<file path="config.mk">
export PLATFORM = sky130hd
export DESIGN_NAME = ahbl_master_arbiter
export DESIGN_NICKNAME = d
export VERILOG_FILES = /design/src/rtl/ahbl_pkg.sv /design/src/rtl/ahbl_arb_hold.sv /design/src/rtl/ahbl_master_arbiter.sv
export SDC_FILE = /design/constraint.sdc
export NUM_CORES = 1
export LEC_CHECK = 0
export CORE_AREA = 2 2 172 124
export CTS_CLUSTER_SIZE = 8
export DETAILED_ROUTE_END_ITERATION = 12
export DIE_AREA = 0 0 174 126
export DONT_BUFFER_PORTS = 1
export GPL_TIMING_DRIVEN = 1
export PLACE_DENSITY = 0.54
export SYNTH_ARGS = -nofsm -noshare
export SYNTH_HDL_FRONTEND = slang
export SYNTH_HIERARCHICAL = 1
export SYNTH_SLANG_ARGS = --single-unit
export TNS_END_PERCENT = 100
</file>
<file path="constraint.sdc">
create_clock -name HCLK -period 4.96 [get_ports HCLK]
set_input_delay 0.992 -clock HCLK [delete_from_list [all_inputs] [get_ports HCLK]]
set_output_delay 0.992 -clock HCLK [all_outputs]
set_load 0.05 [all_outputs]
</file>
<file path="src/rtl/ahbl_pkg.sv">
// Shared definitions for the two-master AHB-Lite arbiter: transfer-type
// encodings, the master-index type and the address-phase request record.
package ahbl_pkg;

  localparam logic [1:0] HTRANS_IDLE   = 2'b00;
  localparam logic [1:0] HTRANS_NONSEQ = 2'b10;

  typedef logic mst_idx_t;

  localparam mst_idx_t MST_M0 = 1'b0;
  localparam mst_idx_t MST_M1 = 1'b1;

  // Address-phase control that must be replayed for a losing master.
  typedef struct packed {
    logic [31:0] addr;
    logic [2:0]  size;
    logic        write;
  } ahbl_req_t;

endpackage

</file>
<file path="src/rtl/ahbl_arb_hold.sv">
// Per-master holding stage: captures a losing (or stalled) address phase,
// flags it as pending, and presents the live request (held one first).
module ahbl_arb_hold
  import ahbl_pkg::*;
(
  input  logic        i_clk,
  input  logic        i_rst_n,
  input  logic        i_req_nonseq,  // master HTRANS[1]
  input  logic [31:0] i_haddr,
  input  logic [2:0]  i_hsize,
  input  logic        i_hwrite,
  input  logic        i_mst_hready,  // this master's own HREADY as driven by the arbiter
  input  logic        i_grant,       // live request forwarded on the bus this cycle
  output logic        o_live,
  output logic        o_pend,
  output ahbl_req_t   o_req
);

  logic      r_pend;
  ahbl_req_t r_held;
  logic      w_fresh;
  logic      w_capture;
  ahbl_req_t w_fresh_req;

  // A fresh request only exists while the master sees itself ready; a pending
  // master is stalled, so capture and release never coincide.
  assign w_fresh     = i_req_nonseq & i_mst_hready;
  assign w_capture   = w_fresh & ~i_grant;
  assign w_fresh_req = '{addr: i_haddr, size: i_hsize, write: i_hwrite};

  assign o_live = r_pend | w_fresh;
  assign o_pend = r_pend;
  assign o_req  = r_pend ? r_held : w_fresh_req;

  // Holding register and pend flag: set on capture, cleared when replayed.
  always_ff @(posedge i_clk or negedge i_rst_n) begin
    if (!i_rst_n) begin
      r_pend <= 1'b0;
      r_held <= '0;
    end else if (w_capture) begin
      r_pend <= 1'b1;
      r_held <= w_fresh_req;
    end else if (i_grant && r_pend) begin
      r_pend <= 1'b0;
    end else begin
      r_pend <= r_pend;
    end
  end

endmodule

</file>
<file path="src/rtl/ahbl_master_arbiter.sv">
// Two-master AHB-Lite arbiter (M0 = CPU wrapper, M1 = DMA). Uncontended
// transfers pass straight through; losers are held and replayed.
// Optional macro AHBL_ARB_RR_EN: round-robin contention instead of fixed
// M0 priority.
module ahbl_master_arbiter
  import ahbl_pkg::*;
(
  input  logic        HCLK,
  input  logic        HRESETn,
  input  logic [31:0] M0_HADDR,
  input  logic [1:0]  M0_HTRANS,
  input  logic [2:0]  M0_HSIZE,
  input  logic        M0_HWRITE,
  input  logic [31:0] M0_HWDATA,
  output logic        M0_HREADY,
  output logic [31:0] M0_HRDATA,
  input  logic [31:0] M1_HADDR,
  input  logic [1:0]  M1_HTRANS,
  input  logic [2:0]  M1_HSIZE,
  input  logic        M1_HWRITE,
  input  logic [31:0] M1_HWDATA,
  output logic        M1_HREADY,
  output logic [31:0] M1_HRDATA,
  output logic [31:0] HADDR,
  output logic [1:0]  HTRANS,
  output logic [2:0]  HSIZE,
  output logic        HWRITE,
  output logic [31:0] HWDATA,
  input  logic [31:0] HRDATA,
  input  logic        HREADY
);

  logic      w_live0, w_live1, w_pend0, w_pend1;
  ahbl_req_t w_req0, w_req1;
  logic      w_gnt_vld, w_grant0, w_grant1;
  mst_idx_t  w_gnt_idx;
  ahbl_req_t w_bus_req, r_bus_req;
  logic [1:0] w_bus_trans, r_bus_trans;
  logic      r_d_vld;
  mst_idx_t  r_d_own;
  logic      w_m0_hready, w_m1_hready;
  logic      w_unused_htrans;

  // Only HTRANS[1] distinguishes NONSEQ from IDLE for these masters.
  assign w_unused_htrans = M0_HTRANS[0] ^ M1_HTRANS[0];

  ahbl_arb_hold u_hold0 (
    .i_clk(HCLK), .i_rst_n(HRESETn), .i_req_nonseq(M0_HTRANS[1]),
    .i_haddr(M0_HADDR), .i_hsize(M0_HSIZE), .i_hwrite(M0_HWRITE),
    .i_mst_hready(w_m0_hready), .i_grant(w_grant0),
    .o_live(w_live0), .o_pend(w_pend0), .o_req(w_req0)
  );

  ahbl_arb_hold u_hold1 (
    .i_clk(HCLK), .i_rst_n(HRESETn), .i_req_nonseq(M1_HTRANS[1]),
    .i_haddr(M1_HADDR), .i_hsize(M1_HSIZE), .i_hwrite(M1_HWRITE),
    .i_mst_hready(w_m1_hready), .i_grant(w_grant1),
    .o_live(w_live1), .o_pend(w_pend1), .o_req(w_req1)
  );

`ifdef AHBL_ARB_RR_EN
  mst_idx_t r_rr_ptr;  // master that wins the next contested grant
  logic     w_contest;
  assign w_contest = HREADY & w_live0 & w_live1;

  // Round-robin pointer: flips to the loser after every contested grant.
  always_ff @(posedge HCLK or negedge HRESETn) begin
    if (!HRESETn) begin
      r_rr_ptr <= MST_M0;
    end else if (w_contest) begin
      r_rr_ptr <= ~w_gnt_idx;
    end else begin
      r_rr_ptr <= r_rr_ptr;
    end
  end
`endif

  // Grant decision, only while the slave accepts a new address phase.
  always_comb begin
    w_gnt_vld = 1'b0;
    w_gnt_idx = MST_M0;
    if (HREADY) begin
      if (w_live0 && w_live1) begin
        w_gnt_vld = 1'b1;
`ifdef AHBL_ARB_RR_EN
        w_gnt_idx = r_rr_ptr;
`else
        w_gnt_idx = MST_M0;
`endif
      end else if (w_live0) begin
        w_gnt_vld = 1'b1;
        w_gnt_idx = MST_M0;
      end else if (w_live1) begin
        w_gnt_vld = 1'b1;
        w_gnt_idx = MST_M1;
      end else begin
        w_gnt_vld = 1'b0;
      end
    end else begin
      w_gnt_vld = 1'b0;
    end
  end

  assign w_grant0 = w_gnt_vld & (w_gnt_idx == MST_M0);
  assign w_grant1 = w_gnt_vld & (w_gnt_idx == MST_M1);

  // Address-phase mux: winner's live request, or an all-zero IDLE.
  always_comb begin
    w_bus_req   = '0;
    w_bus_trans = HTRANS_IDLE;
    if (w_gnt_vld) begin
      w_bus_trans = HTRANS_NONSEQ;
      case (w_gnt_idx)
        MST_M0:  w_bus_req = w_req0;
        MST_M1:  w_bus_req = w_req1;
        default: w_bus_req = '0;
      endcase
    end else begin
      w_bus_req = '0;
    end
  end

  // Last presented address phase, re-driven while the slave stalls.
  always_ff @(posedge HCLK or negedge HRESETn) begin
    if (!HRESETn) begin
      r_bus_req   <= '0;
      r_bus_trans <= HTRANS_IDLE;
    end else if (HREADY) begin
      r_bus_req   <= w_bus_req;
      r_bus_trans <= w_bus_trans;
    end else begin
      r_bus_req   <= r_bus_req;
      r_bus_trans <= r_bus_trans;
    end
  end

  assign HADDR  = HREADY ? w_bus_req.addr  : r_bus_req.addr;
  assign HSIZE  = HREADY ? w_bus_req.size  : r_bus_req.size;
  assign HWRITE = HREADY ? w_bus_req.write : r_bus_req.write;
  assign HTRANS = HREADY ? w_bus_trans     : r_bus_trans;

  // Data-phase owner: advances on HREADY, frozen while the slave stalls.
  always_ff @(posedge HCLK or negedge HRESETn) begin
    if (!HRESETn) begin
      r_d_vld <= 1'b0;
      r_d_own <= MST_M0;
    end else if (HREADY) begin
      r_d_vld <= w_gnt_vld;
      r_d_own <= w_gnt_vld ? w_gnt_idx : r_d_own;
    end else begin
      r_d_vld <= r_d_vld;
      r_d_own <= r_d_own;
    end
  end

  // Write data follows the data-phase owner.
  always_comb begin
    HWDATA = 32'h0000_0000;
    if (r_d_vld) begin
      case (r_d_own)
        MST_M0:  HWDATA = M0_HWDATA;
        MST_M1:  HWDATA = M1_HWDATA;
        default: HWDATA = 32'h0000_0000;
      endcase
    end else begin
      HWDATA = 32'h0000_0000;
    end
  end

  // Per-master ready: stalled while pending, else tracks its own data phase.
  assign w_m0_hready = w_pend0 ? 1'b0 : ((r_d_vld && r_d_own == MST_M0) ? HREADY : 1'b1);
  assign w_m1_hready = w_pend1 ? 1'b0 : ((r_d_vld && r_d_own == MST_M1) ? HREADY : 1'b1);
  assign M0_HREADY   = w_m0_hready;
  assign M1_HREADY   = w_m1_hready;
  assign M0_HRDATA   = HRDATA;
  assign M1_HRDATA   = HRDATA;

endmodule

</file>
## Word-level counts from Yosys, hierarchy flattened

Index checks and enable logic that the tools add are counted.

| storage, ports and cells | value |
|---|---|
| word-level logic and storage cells | 60 |
| output and inout bits | 136 |
| bits in registers | 114 |
| input port bits | 175 |

| cells by class | value |
|---|---|
| multiplexer cells | 26 |
| reduce and logical (&&, ||, !) cells | 8 |
| bitwise gates (word level) | 12 |

Operators with widths:

| operator | number |
|---|---|
| $mux 36 | 3 |
| $pmux 36 s2 | 1 |
| $mux 32 | 2 |
| $pmux 32 s2 | 1 |
| $mux 1 | 16 |
| $and 1x1->1 | 6 |
| $logic_and 1x1->1 | 5 |
| $mux 2 | 2 |
| $not 1->1 | 4 |
| $reduce_bool 2->1 | 2 |
| $mux 3 | 1 |
| $or 1x1->1 | 2 |
| $reduce_and 2->1 | 1 |

## Logic depth before layout (Yosys ltp)

Gate-level depths: netlist (run 1).

| depth | value |
|---|---|
| word-level depth | 14 |
| depth in mapped cells | 12 |
| depth with buffers taken out | 6 |

## By module

Netlist (run 1), hierarchy kept.

Modules (own cells, without submodules):

| module | cells each | seq. area each (um^2) | instances | area an instance (um^2) |
|---|---|---|---|---|
| ahbl_arb_hold | 120 | 925.9 | 2 | 1971.9 |
| ahbl_master_arbiter | 354 | 1001.0 | 1 | 3039.2 |

## Least setup slack after synthesis (run 1)

No wires, ideal clock.

| timing | value |
|---|---|
| path kind | input to output |
| start point | input port HREADY |
| end point | output port HSIZE[1] |
| arrival time | 3723 ps |
| setup slack | 245 ps |
| path buffers | 4 |
| data required time | 3968 ps |
| stages on the path | 9 |
| cell sequence | buf_2 buf_4 inv_1 a31oi_1 a21o_1 buf_4 buf_4 nand3b_1 a31oi_1 |

| between the ends | value |
|---|---|
| cells in the longest elaborated chain, start to end | 12 |
| elaborated cells on any way between the ends | 20 |
| classes of those cells | mux (14); bitwise (5); reduce/logical (1) |

RTL lines:

| element | line | text |
|---|---|---|
| start: declaration | ahbl_master_arbiter.sv:30 | `input logic HREADY` |
| $mux 1 (*) (2 in a row) | ahbl_master_arbiter.sv:172 | `assign w_m1_hready = w_pend1 ? 1'b0 : ((r_d_vld && r_d_own == MST_M1) ? HREADY : 1'b1);` |
| named net M1_HREADY | ahbl_master_arbiter.sv:22 | `output logic M1_HREADY,` |
| $and 1x1->1 (*) | ahbl_arb_hold.sv:27 | `assign w_fresh = i_req_nonseq & i_mst_hready;` |
| $or 1x1->1 (*) | ahbl_arb_hold.sv:31 | `assign o_live = r_pend \| w_fresh;` |
| named net w_live1 | ahbl_master_arbiter.sv:33 | `logic w_live0, w_live1, w_pend0, w_pend1;` |
| $mux 1 | ahbl_master_arbiter.sv:93 | `end else if (w_live1) begin` |
| $mux 1 | ahbl_master_arbiter.sv:90 | `end else if (w_live0) begin` |
| $mux 1 | ahbl_master_arbiter.sv:83 | `if (w_live0 && w_live1) begin` |
| $mux 1 | ahbl_master_arbiter.sv:82 | `if (HREADY) begin` |
| $not 1->1 | ahbl_master_arbiter.sv:113 | `case (w_gnt_idx)` |
| $pmux 36 s2 | ahbl_master_arbiter.sv:113 |  |
| $mux 36 (*) | ahbl_master_arbiter.sv:111 | `if (w_gnt_vld) begin` |
| $mux 3 (*) | ahbl_master_arbiter.sv:138 | `assign HSIZE = HREADY ? w_bus_req.size : r_bus_req.size;` |
| end: declaration | ahbl_master_arbiter.sv:26 | `output logic [2:0] HSIZE,` |

The timed path passes the listed nets; every way through them passes the cells marked *.

## Worst setup path in the final report (run 1)

| timing | value |
|---|---|
| start point | register r_d_vld |
| end point | output port HADDR[8] |

| between the ends | value |
|---|---|
| elaborated cells on any way between the ends | 22 |
| classes of those cells | mux (14); bitwise (5); reduce/logical (3) |

RTL lines:

| element | line | text |
|---|---|---|
| start: declaration | ahbl_master_arbiter.sv:39 | `logic r_d_vld;` |
| start signal: assignment | ahbl_master_arbiter.sv:148 | `r_d_vld <= w_gnt_vld;` |
| start signal: assignment | ahbl_master_arbiter.sv:151 | `r_d_vld <= r_d_vld;` |
| $logic_and 1x1->1 (*) | ahbl_master_arbiter.sv:171 | `assign w_m0_hready = w_pend0 ? 1'b0 : ((r_d_vld && r_d_own == MST_M0) ? HREADY : 1'b1);` |
| $mux 1 (*) (2 in a row) | ahbl_master_arbiter.sv:171 |  |
| $and 1x1->1 (*) | ahbl_arb_hold.sv:27 |  |
| $or 1x1->1 (*) | ahbl_arb_hold.sv:31 |  |
| named net w_live0 | ahbl_master_arbiter.sv:33 |  |
| $mux 1 or $logic_and 1x1->1 (tied branches) | ahbl_master_arbiter.sv:90, ahbl_master_arbiter.sv:83 |  |
| $mux 1 | ahbl_master_arbiter.sv:83 |  |
| $mux 1 | ahbl_master_arbiter.sv:82 |  |
| $not 1->1 | ahbl_master_arbiter.sv:113 |  |
| $pmux 36 s2 | ahbl_master_arbiter.sv:113 |  |
| $mux 36 (*) | ahbl_master_arbiter.sv:111 |  |
| $mux 32 (*) | ahbl_master_arbiter.sv:137 | `assign HADDR = HREADY ? w_bus_req.addr : r_bus_req.addr;` |
| end: declaration | ahbl_master_arbiter.sv:24 | `output logic [31:0] HADDR,` |

Marks and branches as above.

==> results of run 1 <==
-- synthesized netlist by cell type, drive strengths merged, types with 2 or more instances --
library cell | number | area share, %
buf | 102 | 12
nor2b | 33 | 3.0
mux2i | 32 | 4.6
nand3b | 38 | 4.1
nand2 | 36 | 1.9
a21o | 2 | 0.21
nor2 | 41 | 2.2
a31oi | 38 | 3.4
nor3b | 2 | 0.29
clkbuf | 6 | 0.32
and2b | 2 | 0.25
dfrtp | 114 | 41
inv | 2 | 0.11
mux2 | 144 | 26
-- cells in the final DEF (no fill, tap or decap) --
| master | netlist | routed |
|---|---|---|
| a21o_2 | 0 | 2 |
| a21oi_1 | 1 | 1 |
| a31oi_1 | 38 | 38 |
| and2_1 | 1 | 1 |
| and2b_2 | 2 | 2 |
| buf_12 | 6 | 2 |
| buf_4 | 77 | 44 |
| bufinv_16 | 0 | 3 |
| clkbuf_1 | 6 | 1 |
| clkbuf_16 | 0 | 17 |
| clkbuf_8 | 0 | 1 |
| clkinv_2 | 0 | 1 |
| clkinv_4 | 0 | 2 |
| clkinvlp_4 | 0 | 2 |
| dfrtp_1 | 114 | 111 |
| dfrtp_2 | 0 | 3 |
| diode_2 | 0 | 1 |
| inv_1 | 2 | 2 |
| inv_6 | 0 | 4 |
| inv_8 | 0 | 1 |
| mux2_2 | 84 | 84 |
| mux2_4 | 60 | 60 |
| mux2i_1 | 32 | 32 |
| nand2_1 | 36 | 36 |
| nand3b_1 | 38 | 38 |
| nor2_1 | 41 | 41 |
| nor2b_1 | 33 | 33 |
| nor3b_1 | 1 | 1 |
| nor3b_2 | 1 | 1 |
-- final timing paths --
check	from	endpoint	cells after the start
setup / recovery	r_d_vld	HADDR[8]	7
hold / removal	HRESETn	r_bus_req[10]	0
setup reg to reg	r_d_vld	u_hold1/r_held[0]	7
hold reg to reg	u_hold1/r_held[0]	u_hold1/r_held[0]	1
max in group asynchronous	HRESETn	r_d_own	0
min in group HCLK	u_hold1/r_held[0]	u_hold1/r_held[0]	1
-- state kept, by name, summed over array words and instances (netlist names) --
signal / flops
u_hold0/r_held: 36
u_hold1/o_pend: 1
r_d_vld: 1
r_bus_req: 36
r_d_own: 1
u_hold0/o_pend: 1
u_hold1/r_held: 36
r_bus_trans: 2
-- power by group through the flow --
stage | clock, mW | combinational, mW | sequential, mW
floorplan | 0 | 3.14 | 1.55
global placement | 0 | 3.39 | 1.60
detailed placement | 0 | 3.44 | 1.63
CTS | 1.33 | 3.45 | 1.63
global route | 1.38 | 3.63 | 1.69
finish | 1.29 | 3.42 | 1.63
-- kinds of logic (layout without fill, tap and decap cells) --
family,after synthesis,in the layout,synth area share (%)
other cells,0,1,0
compound gates,41,41,3.69
buf+inv,110,80,12.6
simple gates,153,153,11.8
mux,176,176,31.0
flops,114,114,40.9
-- layer usage --
layer	vias up	track usage, %	share of wire (%)
met5	-	0	0
met3	19	7.76	9.8
met4	0	5.04	1.3
li1	1903	-	-
met2	208	29.1	49
met1	2080	19.3	39
-- final cells by class --
class                   count  area (µm²)  area share [%]
clock inverters            13         174            2.33
multi-input cells         370        3250            43.6
repair buffers             46         370            4.97
inverters                   2        7.51           0.101
clock buffers              19         443            5.94
well taps                 276         345            4.63
flip-flops and latches    114        2860            38.3
diodes                      1        2.50          0.0336
==> impl_metrics.env, run 1 <==
export IMPL_synth_edf_count=0
export IMPL_chipHeight_um=126
export IMPL_grt_ovfl_total=0
export IMPL_critPathSlowestCell="dfrtp_1"
export IMPL_yosysSeqAreaShare_pct=40.9
export IMPL_vias_per_cell=5.01
export IMPL_worst_slew_pin_slew_ns=1.09
export IMPL_min_path_type="input port to async pin"
export IMPL_path_buf_inv=3
export IMPL_fin_skew_ns=0.0130
export IMPL_leakage_nw=3.30
export IMPL_design_area_um2=7450
export IMPL_dpl_cell_area_um2=6830
export IMPL_die_w_um=174
export IMPL_grt_setup_unrepaired="no"
export IMPL_ctsRootBufferMaster="clkbuf_16"
export IMPL_grt_max_degree=115
export IMPL_hold_violations=0
export IMPL_critPathArrivalTime_ns=3.16
export IMPL_ant_nets=0
export IMPL_layout_drive_gt1_share_pct=40.6
export IMPL_p_clk_share_pct=20.3
export IMPL_dpl_hpwl_mm=12.4
export IMPL_firstDrtPassIters=4
export IMPL_grt_pass1_wl_mm=28.4
export IMPL_r2r_setup_slack_ns=1.23
export IMPL_crit_fanout=43
export IMPL_cp_top_family="flip-flops"
export IMPL_final_setup_worst_slack_ns=0.809
export IMPL_path_cells="a31oi_1 > buf_4 > a21o_2 > buf_12 > nand3b_1 > a31oi_1 > buf_4"
export IMPL_p_int_mw=3.59
export IMPL_p_per_area_nw_per_um2=850
export IMPL_max_stage_delay_ns=0.88
export IMPL_antenna_found_initial=1
export IMPL_synth_warnings=6
export IMPL_synth_area_um2=6980
export IMPL_wl_mm=18.4
export IMPL_fin_crit_ns=4.15
export IMPL_cp_end_kind="output port"
export IMPL_n_fill_cell=1976
export IMPL_io_pins=311
export IMPL_htree_levels=4
export IMPL_final_max_slew_viol_count=0
export IMPL_fmax_mhz=241
export IMPL_min_period_over_period_pct=83.7
export IMPL_drcViolationCount=0
export IMPL_clock_path_buffers=2
export IMPL_required_ns=3.97
export IMPL_ir_drop_mv=0.287
export IMPL_final_cells=841
export IMPL_dp_cells=808
export IMPL_num_rows=44
export IMPL_drt_iter0_drc=222
export IMPL_sw_frac_of_total_pct=43.3
export IMPL_cts_tree="done"
export IMPL_vias=4210
export IMPL_first_global_vias=4596
export IMPL_syn_avg_cell_area_um2=11.8
export IMPL_nets=726
export IMPL_ys_types=22
export IMPL_post_cts_buffers=0
export IMPL_power_mw=6.33
export IMPL_clk_latency_ns=0.41
export IMPL_utilization_pct=36.8
export IMPL_clock_sinks=114
export IMPL_yosys_register_bits=114
export IMPL_p_sw_mw=2.75
export IMPL_maxCapViolations=0
export IMPL_seqPwrFrac_pct=25.7
export IMPL_maxSlewHeadroom_pct=27.4
export IMPL_synth_nets=769
export IMPL_preCtsSetupSlack_ns=1.00
export IMPL_worstSetupStartpointType="flop"
export IMPL_holdWs_ns=0.266
export IMPL_syn_to_final_growth_pct=6.70
export IMPL_status="complete, no violations"
export IMPL_setup_viol=0
export IMPL_cts_resized=0
export IMPL_p_comb_share_pct=53.9
export IMPL_wl_per_cell_um=21.8
export IMPL_async_reset_ff_share_pct=100
export IMPL_grt_usage_pct=17.1
export IMPL_critPathKind="flop to output port"
export IMPL_dieArea_um2=21900
export IMPL_core_area_um2=20300
export IMPL_start_util_pct=34.5
export IMPL_netlist_instances=594
export IMPL_ys_flop_type="dfrtp_1"
export IMPL_fin_setup_tns_ns=0
export IMPL_io_buffers=0
export IMPL_holdBufCountCts=0
export IMPL_clkTransAtPathRegs_ns=0.06
export IMPL_numCtsBuffers=17
export IMPL_gp_congestion=0.981
Note: power is estimated with default switching activity, not from simulation.
==> inputs of run 2 (changes only) <==
Settings changed: ABC_AREA from default to 1, CORE_AREA 2 2 172 124 to 2 2 178 128, DIE_AREA 0 0 174 126 to 0 0 180 130.
Clock period 4.96 ns to 4.22 ns, I/O delays scaled along.
==> run 2 against run 1 <==
Cell count rose by 61%. Combinational power rose by 24%. Sequential power rose by 12%. Critical endpoint is now HADDR[0].
==> impl_metrics.env, run 2 <==
export IMPL_status="complete, no violations"
export IMPL_grt_usage_pct=17.8
export IMPL_final_max_slew_viol_count=0
export IMPL_start_util_pct=34.1
export IMPL_required_ns=3.38
export IMPL_io_pins=311
export IMPL_clock_path_buffers=2
export IMPL_drt_iter0_drc=486
export IMPL_fin_setup_tns_ns=0
export IMPL_firstDrtPassIters=5
export IMPL_grt_setup_unrepaired="no"
export IMPL_mostFrequentLayoutCell="nand2_1"
export IMPL_clock_sinks=114
export IMPL_synth_compound_area_share_pct=2.64
export IMPL_fin_skew_ns=0.00895
export IMPL_cp_top_family="simple AND/OR/NAND/NOR gates"
export IMPL_dpl_hpwl_mm=13.7
export IMPL_worst_slew_pin_slew_ns=1.07
export IMPL_power_mw=7.50
export IMPL_grt_max_degree=115
export IMPL_clkTransAtPathRegs_ns=0.06
export IMPL_preCtsSetupSlack_ns=0.818
export IMPL_setup_viol=0
export IMPL_cts_tree="done"
export IMPL_numCtsBuffers=17
export IMPL_antenna_cells=0
export IMPL_n_fill_cell=2336
export IMPL_ir_drop_mv=0.480
export IMPL_num_rows=46
export IMPL_holdWs_ns=0.119
export IMPL_vias=6409
export IMPL_cp_end_kind="output port"
export IMPL_critPathKind="flop to output port"
export IMPL_dpl_cell_area_um2=7230
export IMPL_synthMuxAreaShare_pct=0
export IMPL_reg_top3="r_bus_req x36, u_hold0/r_held x36, u_hold1/r_held x36"
export IMPL_die_w_um=180
export IMPL_utilization_pct=35.6
export IMPL_fmax_mhz=283
export IMPL_yosys_area_share_simple_pct=37.8
export IMPL_vias_per_cell=4.74
export IMPL_critPathSlowestCell="nand2_2"
export IMPL_worstSetupStartpointType="flop"
export IMPL_p_per_area_nw_per_um2=961
export IMPL_ctsRootBufferMaster="clkbuf_16"
export IMPL_synth_area_um2=7480
export IMPL_hold_violations=0
export IMPL_synth_largest_area_cell="dfrtp_1"
export IMPL_min_period_over_period_pct=83.8
export IMPL_fin_crit_ns=3.54
export IMPL_final_cell_mix="nand2_1 (616), inv_1 (137), dfrtp_1 (114)"
export IMPL_wl_mm=20.7
export IMPL_max_stage_delay_ns=0.53
export IMPL_path_cells="buf_4 > inv_2 > nand2_1 > nand2_1 > nand2_2 > nand2_1 > inv_1 > nand2_1 > nand2_1"
export IMPL_first_global_vias=6053
export IMPL_yosys_area_top_type_share_pct=38.1
export IMPL_synth_top_cells_by_count="nand2_1 (616), inv_1 (137), dfrtp_1 (114), buf_4 (72), nand4_1 (72)"
export IMPL_clk_latency_ns=0.42
export IMPL_antenna_found_initial=0
export IMPL_leakage_nw=4.54
export IMPL_chipHeight_um=130
export IMPL_synth_warnings=6
export IMPL_ys_types=19
export IMPL_multiInputGateArea_um2=3040
export IMPL_drcViolationCount=0
export IMPL_cts_resized=0
export IMPL_synth_xor_area_share_pct=0
export IMPL_seq_area_um2=2850
export IMPL_critPathArrivalTime_ns=2.69
export IMPL_htree_levels=4
export IMPL_ant_nets=0
export IMPL_dieArea_um2=23400
export IMPL_maxCapViolations=0
export IMPL_final_cells=1353
export IMPL_grt_pass1_wl_mm=32.5
export IMPL_post_cts_buffers=0
export IMPL_nets=1227
export IMPL_synth_edf_count=0
export IMPL_ys_flop_type="dfrtp_1"
export IMPL_layout_drive_gt1_share_pct=6.95
export IMPL_synthAdderAreaFrac_pct=0
export IMPL_crit_fanout=37
export IMPL_synth_area_leaders="dfrtp_1 (38%), nand2_1 (31%), buf_4 (7.2%)"
export IMPL_holdBufCountCts=0
export IMPL_synth_nets=1303
export IMPL_cp_common_cell="nand2_1"
export IMPL_synth_top_family_by_area="simple AND/OR/NAND/NOR gates"
export IMPL_path_buf_inv=3
export IMPL_min_path_type="input port to async pin"
export IMPL_yosysMostFrequentCell="nand2_1"
export IMPL_syn_to_final_growth_pct=4.28
export IMPL_design_area_um2=7800
export IMPL_wl_per_cell_um=15.3
export IMPL_async_reset_ff_share_pct=100
export IMPL_netlist_instances=1128
export IMPL_syn_avg_cell_area_um2=6.63
export IMPL_core_area_um2=21900
export IMPL_yosysSeqAreaShare_pct=38.1
export IMPL_dp_cells=1321
export IMPL_grt_ovfl_total=0
export IMPL_gp_congestion=0.824
export IMPL_yosys_register_bits=114
export IMPL_final_setup_worst_slack_ns=0.682
export IMPL_maxSlewHeadroom_pct=28.1
export IMPL_io_buffers=0
-- run 2: power by group --
group          switching [mW]  internal [mW]  leakage [nW]
Sequential              0.212           1.62          1.40
Clock                   0.527          0.892         0.286
Combinational            3.17           1.07          2.86
-- run 2: per-layer routing --
layer	vias up	GRT usage (%)	routed length, µm
met2	211	28.7	9480
met4	0	4.97	274
met3	21	7.03	1950
li1	3161	-	-
met1	3016	22.5	9030
met5	-	0	0
-- run 2: logic make-up after synthesis --
group | after synthesis
AND/OR/NAND/NOR | 695
buffers and inverters | 280
flip-flops | 114
AO/OA/AOI/OAI | 39
-- run 2: path summary, 6_finish.rpt --
check	depth (start not counted)	slack [ns]	startpoint	endpoint
min in group HCLK	2	0.47	u_hold1/r_held[1]	u_hold1/r_held[1]
hold reg to reg	2	0.47	u_hold1/r_held[1]	u_hold1/r_held[1]
setup reg to reg	9	1.65	u_hold0/o_pend	u_hold1/r_held[3]
max in group asynchronous	0	3.81	HRESETn	u_hold1/r_held[12]
setup / recovery	9	0.68	u_hold0/o_pend	HADDR[0]
hold / removal	0	0.12	HRESETn	u_hold0/r_held[15]
-- run 2: layout make-up --
type                       count  share of cell area (%)
multi-input combinational    734                    39.0
sequential                   114                    36.6
inverter                     151                    7.33
clock buffer                  21                    5.90
timing repair buffer          34                    5.20
tap                          288                    4.62
clock inverter                11                    1.43
==> inputs of run 3 (changes only) <==
Settings changed: ABC_AREA 1 to 0, CORE_AREA 2 2 178 128 to 2 2 172 124, DIE_AREA 0 0 180 130 to 0 0 174 126, PLACE_DENSITY 0.54 to 0.56.
Clock period 4.22 ns to 2.84 ns, I/O delays scaled along.
==> run 3 against run 2 <==
The flow now finishes with violations (hold timing). Core utilization rose by 4.6 points. Clock skew barely moved. Design area increased by 4.3%. Sequential power rose by 56%. Total power rose by 59%. Non-clock buffer count up 17. Combinational power rose by 60%. Wire length fell by 13%. Critical path depth shrank 3. Via count down 33%. Sequential share of layout area decreased by 1.4 points. Highest routed layer unchanged.
==> impl_metrics.env, run 3 (synthesis gave the netlist of run 1 again) <==
export IMPL_status="complete, but fails checks"
export IMPL_violations="hold timing"
export IMPL_core_area_um2=20300
export IMPL_ant_nets=0
export IMPL_critPathArrivalTime_ns=2.15
export IMPL_r2r_cells=7
export IMPL_grt_setup_unrepaired="no"
export IMPL_final_setup_worst_slack_ns=0.120
export IMPL_num_rows=44
export IMPL_seqPwrFrac_pct=24.0
export IMPL_fin_setup_tns_ns=0
export IMPL_io_buffers=0
export IMPL_gp_congestion=0.921
export IMPL_cts_tree="done"
export IMPL_dieArea_um2=21900
export IMPL_fin_crit_ns=2.72
export IMPL_grt_ovfl_total=0
export IMPL_vias_per_cell=5.06
export IMPL_wl_mm=18.0
export IMPL_numCtsBuffers=17
export IMPL_final_max_slew_viol_count=0
export IMPL_leakage_nw=3.42
export IMPL_power_mw=11.9
export IMPL_preCtsSetupSlack_ns=0.265
export IMPL_min_path_type="input port to async pin"
export IMPL_ctsRootBufferMaster="clkbuf_16"
export IMPL_maxCapViolations=0
export IMPL_min_period_over_period_pct=95.8
export IMPL_firstDrtPassIters=4
export IMPL_wl_per_cell_um=21.3
export IMPL_p_int_mw=6.73
export IMPL_p_comb_share_pct=57.2
export IMPL_setup_viol=0
export IMPL_clk_latency_ns=0.41
export IMPL_worstSetupStartpointType="flop"
export IMPL_syn_to_final_growth_pct=16.5
export IMPL_nets=731
export IMPL_required_ns=2.27
export IMPL_fmax_mhz=368
export IMPL_worst_slew_pin_slew_ns=0.550
export IMPL_layout_drive_gt1_share_pct=48.1
export IMPL_fin_skew_ns=0.00874
export IMPL_chipHeight_um=126
export IMPL_critPathKind="flop to output port"
export IMPL_antenna_found_initial=1
export IMPL_io_pins=311
export IMPL_grt_pass1_wl_mm=27.9
export IMPL_start_util_pct=34.5
export IMPL_crit_fanout=40
export IMPL_hold_violations=114
export IMPL_dpl_hpwl_mm=12.5
export IMPL_reg_top3="r_bus_req x36, u_hold0/r_held x36, u_hold1/r_held x36"
export IMPL_drt_iter0_drc=169
export IMPL_p_per_area_nw_per_um2=1460
export IMPL_drcViolationCount=0
export IMPL_clkTransAtPathRegs_ns=0.05
export IMPL_first_global_vias=4745
export IMPL_cp_end_kind="output port"
export IMPL_grt_max_degree=115
export IMPL_ir_drop_mv=0.607
export IMPL_p_clk_share_pct=18.8
export IMPL_sw_frac_of_total_pct=43.4
export IMPL_holdWs_ns=-0.146
export IMPL_grt_usage_pct=16.8
export IMPL_clock_sinks=114
export IMPL_maxSlewHeadroom_pct=63.4
export IMPL_htree_levels=4
export IMPL_final_cell_mix="dfrtp_1 (111), mux2_2 (84), mux2_4 (60)"
export IMPL_vias=4278
export IMPL_p_sw_mw=5.16
export IMPL_mostFrequentLayoutCell="dfrtp_1"
export IMPL_clock_path_buffers=2
export IMPL_die_w_um=174
## run 3: cell count changes in the layout (fill, tap and decap cells not counted), moves of 33 or more
cell	change
a31oi_4	+38
nand2_1	-580
nor2_1	+39
nor2b_1	+33
nand4_1	-72
inv_1	-136
mux2_4	+60
nand3b_1	+38
mux2_2	+84
## run 3: critical path, stage by stage (launching register included)
cell and delay (ns):
dfrtp_2 0.43, inv_1 0.11, a31oi_4 0.09, a21o_2 0.24
buf_12 0.17, nand3b_1 0.22, a31oi_4 0.45
## run 3: per-stage QoR
stage,instances,cell area (µm²),utilization (%)
floorplan,594,7570,-
global placement,813,7520,37.1
detailed placement,813,7520,37.1
CTS,844,8130,40.1
global route,845,8140,40.2
finish,845,8140,40.2
## run 3: area by class of cell
type                    instances  area, µm²
repair buffers                 51        483
multi-input cells             370       3820
well taps                     276        345
diodes                          1       2.50
clock inverters                 9        129
flip-flops and latches        114       2860
inverters                       2       10.0
clock buffers                  22        484
fillers                      1925      12100
## run 3: timing repair
action	4_1_cts	5_1_grt
endpoints found under the hold margin	114	114
gates resized for setup	0	0
setup buffers	0	0
## run 3: power by group through the flow
stage                     sequential (mW)  combinational (mW)  clock, mW
after floorplan                      2.71                6.16          0
after global placement               2.80                6.74          0
after detailed placement             2.85                6.86          0
after CTS                            2.84                6.88       2.29
after global routing                 2.94                7.19       2.38
final                                2.85                6.80       2.24
## run 3: path summary, 6_finish.rpt
| path | start | to | slack (ns) |
|---|---|---|---|
| max | r_d_own | HADDR[14] | 0.12 |
| min | HRESETn | r_bus_req[12] | -0.15 |
| max reg2reg | r_d_vld | u_hold0/r_held[30] | 0.39 |
| min reg2reg | u_hold1/r_held[35] | u_hold1/r_held[35] | 0.50 |
| max in group asynchronous | HRESETn | u_hold0/o_pend | 2.81 |
| min in group HCLK | M1_HADDR[10] | u_hold1/r_held[14] | 0.30 |
## run 3: per-layer routing
metal	share of wire [%]	GRT usage, %	routed length, µm
met1	42	19.6	7520
met2	48	27.3	8620
met3	9.2	8.36	1650
met4	1.3	4.50	234
met5	0	0	0
